<file path="config.mk">
export PLATFORM = sky130hd
export DESIGN_NAME = dff_bank_arbiter
export DESIGN_NICKNAME = d
export VERILOG_FILES = /design/src/rtl/dff_bank_arbiter.sv
export SDC_FILE = /design/constraint.sdc
export NUM_CORES = 1
export LEC_CHECK = 0
export ABC_AREA = 1
export CORE_ASPECT_RATIO = 1.1
export CORE_UTILIZATION = 46
export DETAILED_ROUTE_END_ITERATION = 8
export PLACE_DENSITY = 0.86
export SLEW_MARGIN = 25
export SYNTH_ARGS = -nofsm -noshare
export SYNTH_HDL_FRONTEND = slang
export SYNTH_SLANG_ARGS = --single-unit
</file>
<file path="constraint.sdc">
create_clock -name CLK -period 3.6 [get_ports CLK]
set_input_delay 0.72 -clock CLK [delete_from_list [all_inputs] [get_ports CLK]]
set_output_delay 0.72 -clock CLK [all_outputs]
set_load 0.01 [all_outputs]
</file>
<file path="src/rtl/dff_bank_arbiter.sv">
`default_nettype none
// ============================================================================
// dff_bank_arbiter : round-robin write arbiter sharing one WIDTH-bit DFF bank
// Revision: 1.0
// ============================================================================
module dff_bank_arbiter #(
  parameter int N_REQ    = 4,
  parameter int WIDTH    = 8,
  parameter int MAX_HOLD = 4
) (
  input  logic                     CLK,
  input  logic                     RSTN,
  input  logic [N_REQ-1:0]         REQ,
  input  logic [N_REQ-1:0]         LOCK,
  input  logic [N_REQ*WIDTH-1:0]   WDATA,
  output logic [N_REQ-1:0]         GNT,
  output logic [WIDTH-1:0]         Q,
  output logic [WIDTH-1:0]         QN,
  output logic                     UPD,
  output logic                     BUSY
);

  localparam int PW = $clog2(N_REQ);
  localparam int HW = (MAX_HOLD > 1) ? $clog2(MAX_HOLD) : 1;
  localparam logic [HW-1:0] C_HOLD_LAST = HW'(MAX_HOLD - 1);
  localparam logic [PW-1:0] C_LAST_IDX  = PW'(N_REQ - 1);

  typedef enum logic [0:0] {
    S_IDLE  = 1'b0,
    S_OWNED = 1'b1
  } state_t;

  state_t           r_state, w_state_nxt;
  logic [N_REQ-1:0] r_gnt, w_gnt_nxt;
  logic [PW-1:0]    r_ptr, w_ptr_nxt;
  logic [PW-1:0]    r_owner, w_owner_nxt, w_owner_inc;
  logic [PW-1:0]    w_base, w_winner;
  logic [HW-1:0]    r_hold, w_hold_nxt;
  logic [WIDTH-1:0] r_q;
  logic             r_upd;
  logic             w_found, w_write, w_release;

  assign w_owner_inc = (r_owner == C_LAST_IDX) ? '0 : r_owner + 1'b1;
  // On release the scan starts just past the owner, so it only re-wins when alone.
  assign w_base = (r_state == S_OWNED) ? w_owner_inc : r_ptr;

  always_comb begin
    int idx;
    w_found  = 1'b0;
    w_winner = '0;
    idx      = 0;
    for (int k = 0; k < N_REQ; k++) begin
      idx = int'(w_base) + k;
      if (idx >= N_REQ) idx = idx - N_REQ;
      if (!w_found && REQ[idx]) begin
        w_found  = 1'b1;
        w_winner = PW'(idx);
      end
    end
  end

  always_comb begin
    w_state_nxt = r_state;
    w_gnt_nxt   = r_gnt;
    w_ptr_nxt   = r_ptr;
    w_owner_nxt = r_owner;
    w_hold_nxt  = r_hold;
    w_write     = 1'b0;
    w_release   = 1'b0;
    case (r_state)
      S_IDLE: begin
        if (w_found) begin
          w_state_nxt = S_OWNED;
          w_gnt_nxt   = N_REQ'(1) << w_winner;
          w_owner_nxt = w_winner;
          w_hold_nxt  = '0;
        end
      end
      S_OWNED: begin
        w_write   = REQ[r_owner];
        w_release = !REQ[r_owner] || !LOCK[r_owner] || (r_hold == C_HOLD_LAST);
        if (w_release) begin
          w_ptr_nxt  = w_owner_inc;
          w_hold_nxt = '0;
          if (w_found) begin
            w_gnt_nxt   = N_REQ'(1) << w_winner;
            w_owner_nxt = w_winner;
          end else begin
            w_state_nxt = S_IDLE;
            w_gnt_nxt   = '0;
          end
        end else begin
          w_hold_nxt = r_hold + 1'b1;
        end
      end
      default: begin
        w_state_nxt = S_IDLE;
        w_gnt_nxt   = '0;
      end
    endcase
  end

  always_ff @(posedge CLK) begin
    if (!RSTN) begin
      r_state <= S_IDLE;
      r_gnt   <= '0;
      r_ptr   <= '0;
      r_owner <= '0;
      r_hold  <= '0;
      r_q     <= '0;
      r_upd   <= 1'b0;
    end else begin
      r_state <= w_state_nxt;
      r_gnt   <= w_gnt_nxt;
      r_ptr   <= w_ptr_nxt;
      r_owner <= w_owner_nxt;
      r_hold  <= w_hold_nxt;
      r_upd   <= w_write;
      if (w_write) r_q <= WDATA[int'(r_owner)*WIDTH +: WIDTH];
    end
  end

  assign GNT  = r_gnt;
  assign Q    = r_q;
  assign QN   = ~r_q;
  assign UPD  = r_upd;
  assign BUSY = |r_gnt;

endmodule
`default_nettype wire

</file>
==> impl_metrics.py <==
metrics = {
    "run_status": {
        "status": "finished, final reports clean",
    },
    "pwr": {
        "powerDensity_nw_per_um2": 711,
        "total_power_w": 0.00154,
        "p_comb_share_pct": 70.1,
        "switching_share_pct": 49.5,
        "seqPwrFrac_pct": 23.1,
        "ir_drop_mv": 0.365,
        "clock_power_share_pct": 6.8,
        "p_leak_nw": 0.899,
        "p_int_w": 0.000779,
        "p_switching_w": 0.000765,
    },
    "place": {
        "placed_cells": 326,
        "port_buffers": 63,
        "gp_congestion": 0.892,
        "place_area_um2": 2150,
        "dp_hpwl_um": 3220,
    },
    "timing": {
        "drv_slew": 0,
        "fin_setup_tns_ps": 0,
        "slew_headroom_pct": 58.8,
        "tightest_slew_ps": 617,
        "hold_violations": 0,
        "setup_viol": 0,
        "fin_skew_ps": 3.14,
        "max_freq_mhz": 418,
        "finalCritPeriodShare_pct": 66.4,
        "timing.final.crit_period_ps": 2390,
        "rsz0062_at_grt": "no",
    },
    "cts": {
        "cts_root_buf": "clkbuf_4",
        "postCtsHoldBufs": 0,
        "cts_sinks": 20,
        "cts_made_buffers": 3,
        "htreeDepth": 1,
        "cts_tree": "built",
        "clockBufferDepth": 2,
        "cts_resized": 0,
        "postCtsSetupBuffers": 0,
        "cts.clk_slew.worst_paths_ps": 110,
        "clk_latency_ps": 300,
    },
    "critical_path": {
        "critical_path.max_fanout": 13,
        "rrSetupSlack_ps": 1210,
        "r2r_start": "r_owner[1]",
        "worst_setup_path_end_kind": "flip-flop",
        "critical_path_required_ps": 3800,
        "critPathLaunchType": "flip-flop",
        "crit_start": "r_owner[1]",
        "critPathArrivalTime_ps": 2590,
        "criticalPathCategory": "reg -> reg",
    },
    "drt": {
        "drt_iter0_markers": 123,
        "ant_nets": 0,
        "wl_per_cell_um": 12.9,
        "drtPass1Iterations": 4,
        "vias": 1783,
        "drt_wl_total_um": 4240,
        "drc_errors": 0,
        "vias_per_cell": 5.42,
    },
    "floorplanning": {
        "pin_count": 64,
        "dieArea_um2": 3530,
        "fp.dieW_um": 56.7,
        "num_rows": 21,
        "die_y_um": 62.2,
        "start_util_pct": 48.9,
        "core_region_area_um2": 3100,
    },
    "hold_path": {
        "min-delay-start": "Q[3]",
        "hold_class": "reg -> reg",
    },
    "final_layout": {
        "diodes": 0,
        "final_common_cell": "clkdlybuf4s50_1",
        "drive_above_1_share_pct": 9.49,
        "mostFrequentLayoutCells": "63 x clkdlybuf4s50_1, 38 x nand2_1, 33 x o21ai_0",
        "final_cell_count_no_fill": 329,
        "area.growth.synth_to_final_pct": 43.4,
        "nNetsFinal": 341,
        "post-route-cell-area_um2": 2170,
    },
    "synthesis": {
        "ys_ff_latch": 20,
        "syn_inst": 236,
        "avgSynthCellArea_um2": 6.42,
        "netlist_area_um2": 1520,
        "synth_cell_type_count": 26,
        "yosysWarnings": 0,
        "ys_seq_area_share_pct": 26.4,
        "synth_nets": 280,
    },
    "global_routing": {
        "grt_start_max_net_pins": 28,
        "grt_pass1_wl_um": 7150,
        "antenna_found_initial": 0,
        "gr-total-overflow": 0,
        "gr-usage-all-layers_pct": 25.1,
        "grt_pass1_vias": 1678,
    },
    "job": {
        "drv_cap": 0,
    },
}
## critical path: stages, from the launching register on
cell and delay [ps]:
dfxtp_1 610, ha_1 360, o21ai_1 120, nand2_1 200, nand2_1 70, nand2_1 60
nand2_1 100, nand2_4 100, nand3_4 80, nor2_4 190, nand2_1 70, nand3_1 130
nor2_1 60, nor2_1 90, nor2_1 40
## area by class of cell
type,instances,area [um^2]
flip-flops and latches,20,400
inverters,25,101
multi-input cells,183,967
well taps,34,42.5
fillers,273,928
repair buffers,64,638
clock buffers,3,22.5
## sequential cells by signal, summed over array words and instances (netlist names)
| name | cells |
|---|---|
| r_state | 1 |
| UPD | 1 |
| r_hold | 2 |
| r_ptr | 2 |
| Q | 8 |
| r_owner | 2 |
| GNT | 4 |
## layer usage
metal	global-route usage, %	routed length, um	vias up
met1	30.6	1820	805
met2	43.9	2100	65
met5	0	0	-
met4	10.3	63	0
li1	-	-	907
met3	2.71	254	6
## cell families after synthesis
logic type / count (synthesis) / synth area share (%)
and+or+nand+nor: 119 / 40.5
AOI/OAI and AO/OA: 62 / 21.7
buffers and inverters: 33 / 9.74
DFF: 20 / 26.4
adders and majority gates: 2 / 1.65
## worst paths after layout
check	end	cells after the start
max	GNT[2]	14
min	Q[3]	2
max reg2reg	GNT[2]	14
min reg2reg	Q[3]	2
## power groups by stage
stage | Clock [W] | Combinational, W | Sequential [W]
global placement | 0 | 0.00106 | 0.000360
detailed placement | 0 | 0.00107 | 0.000361
finish | 0.000105 | 0.00108 | 0.000357
CTS | 0.000109 | 0.00108 | 0.000356
global route | 0.000119 | 0.00120 | 0.000368
floorplan | 0 | 0.000732 | 0.000359
## Yosys cell counts
master     n  area [um^2]
a211oi_1   1         7.51
o21ai_0   33          165
inv_8      1         11.3
nand3_4    1         17.5
nand2_4    3         33.8
o21ai_1    1         5.00
a31oi_1    1         6.26
clkbuf_1   5         18.8
nand2_2   11         68.8
clkinv_1   1         3.75
buf_2      1         5.00
o22ai_1    9         56.3
ha_1       2         25.0
nand3_1   23          115
nand2_1   38          143
dfxtp_1   20          400
o21ai_2    1         8.76
buf_6      2         22.5
nor2_8     1         20.0
inv_1     23         86.3
nor2_1    32          120
nand2_8    2         40.0
nand4_1    4         25.0
a21oi_1   16         80.1
nor2_2     3         18.8
nor2_4     1         11.3
## stage by stage
stage	hold slack, ps	setup slack (ps)	util [%]
6_report	478	1210	70.1
5_1_grt	502	990	70.1
4_1_cts	479	1230	70.1
3_5_place_dp	463	975	69.3
3_3_place_gp	455	997	69.3
2_1_floorplan	433	1760	-
Power figures use the tool's default switching activity.
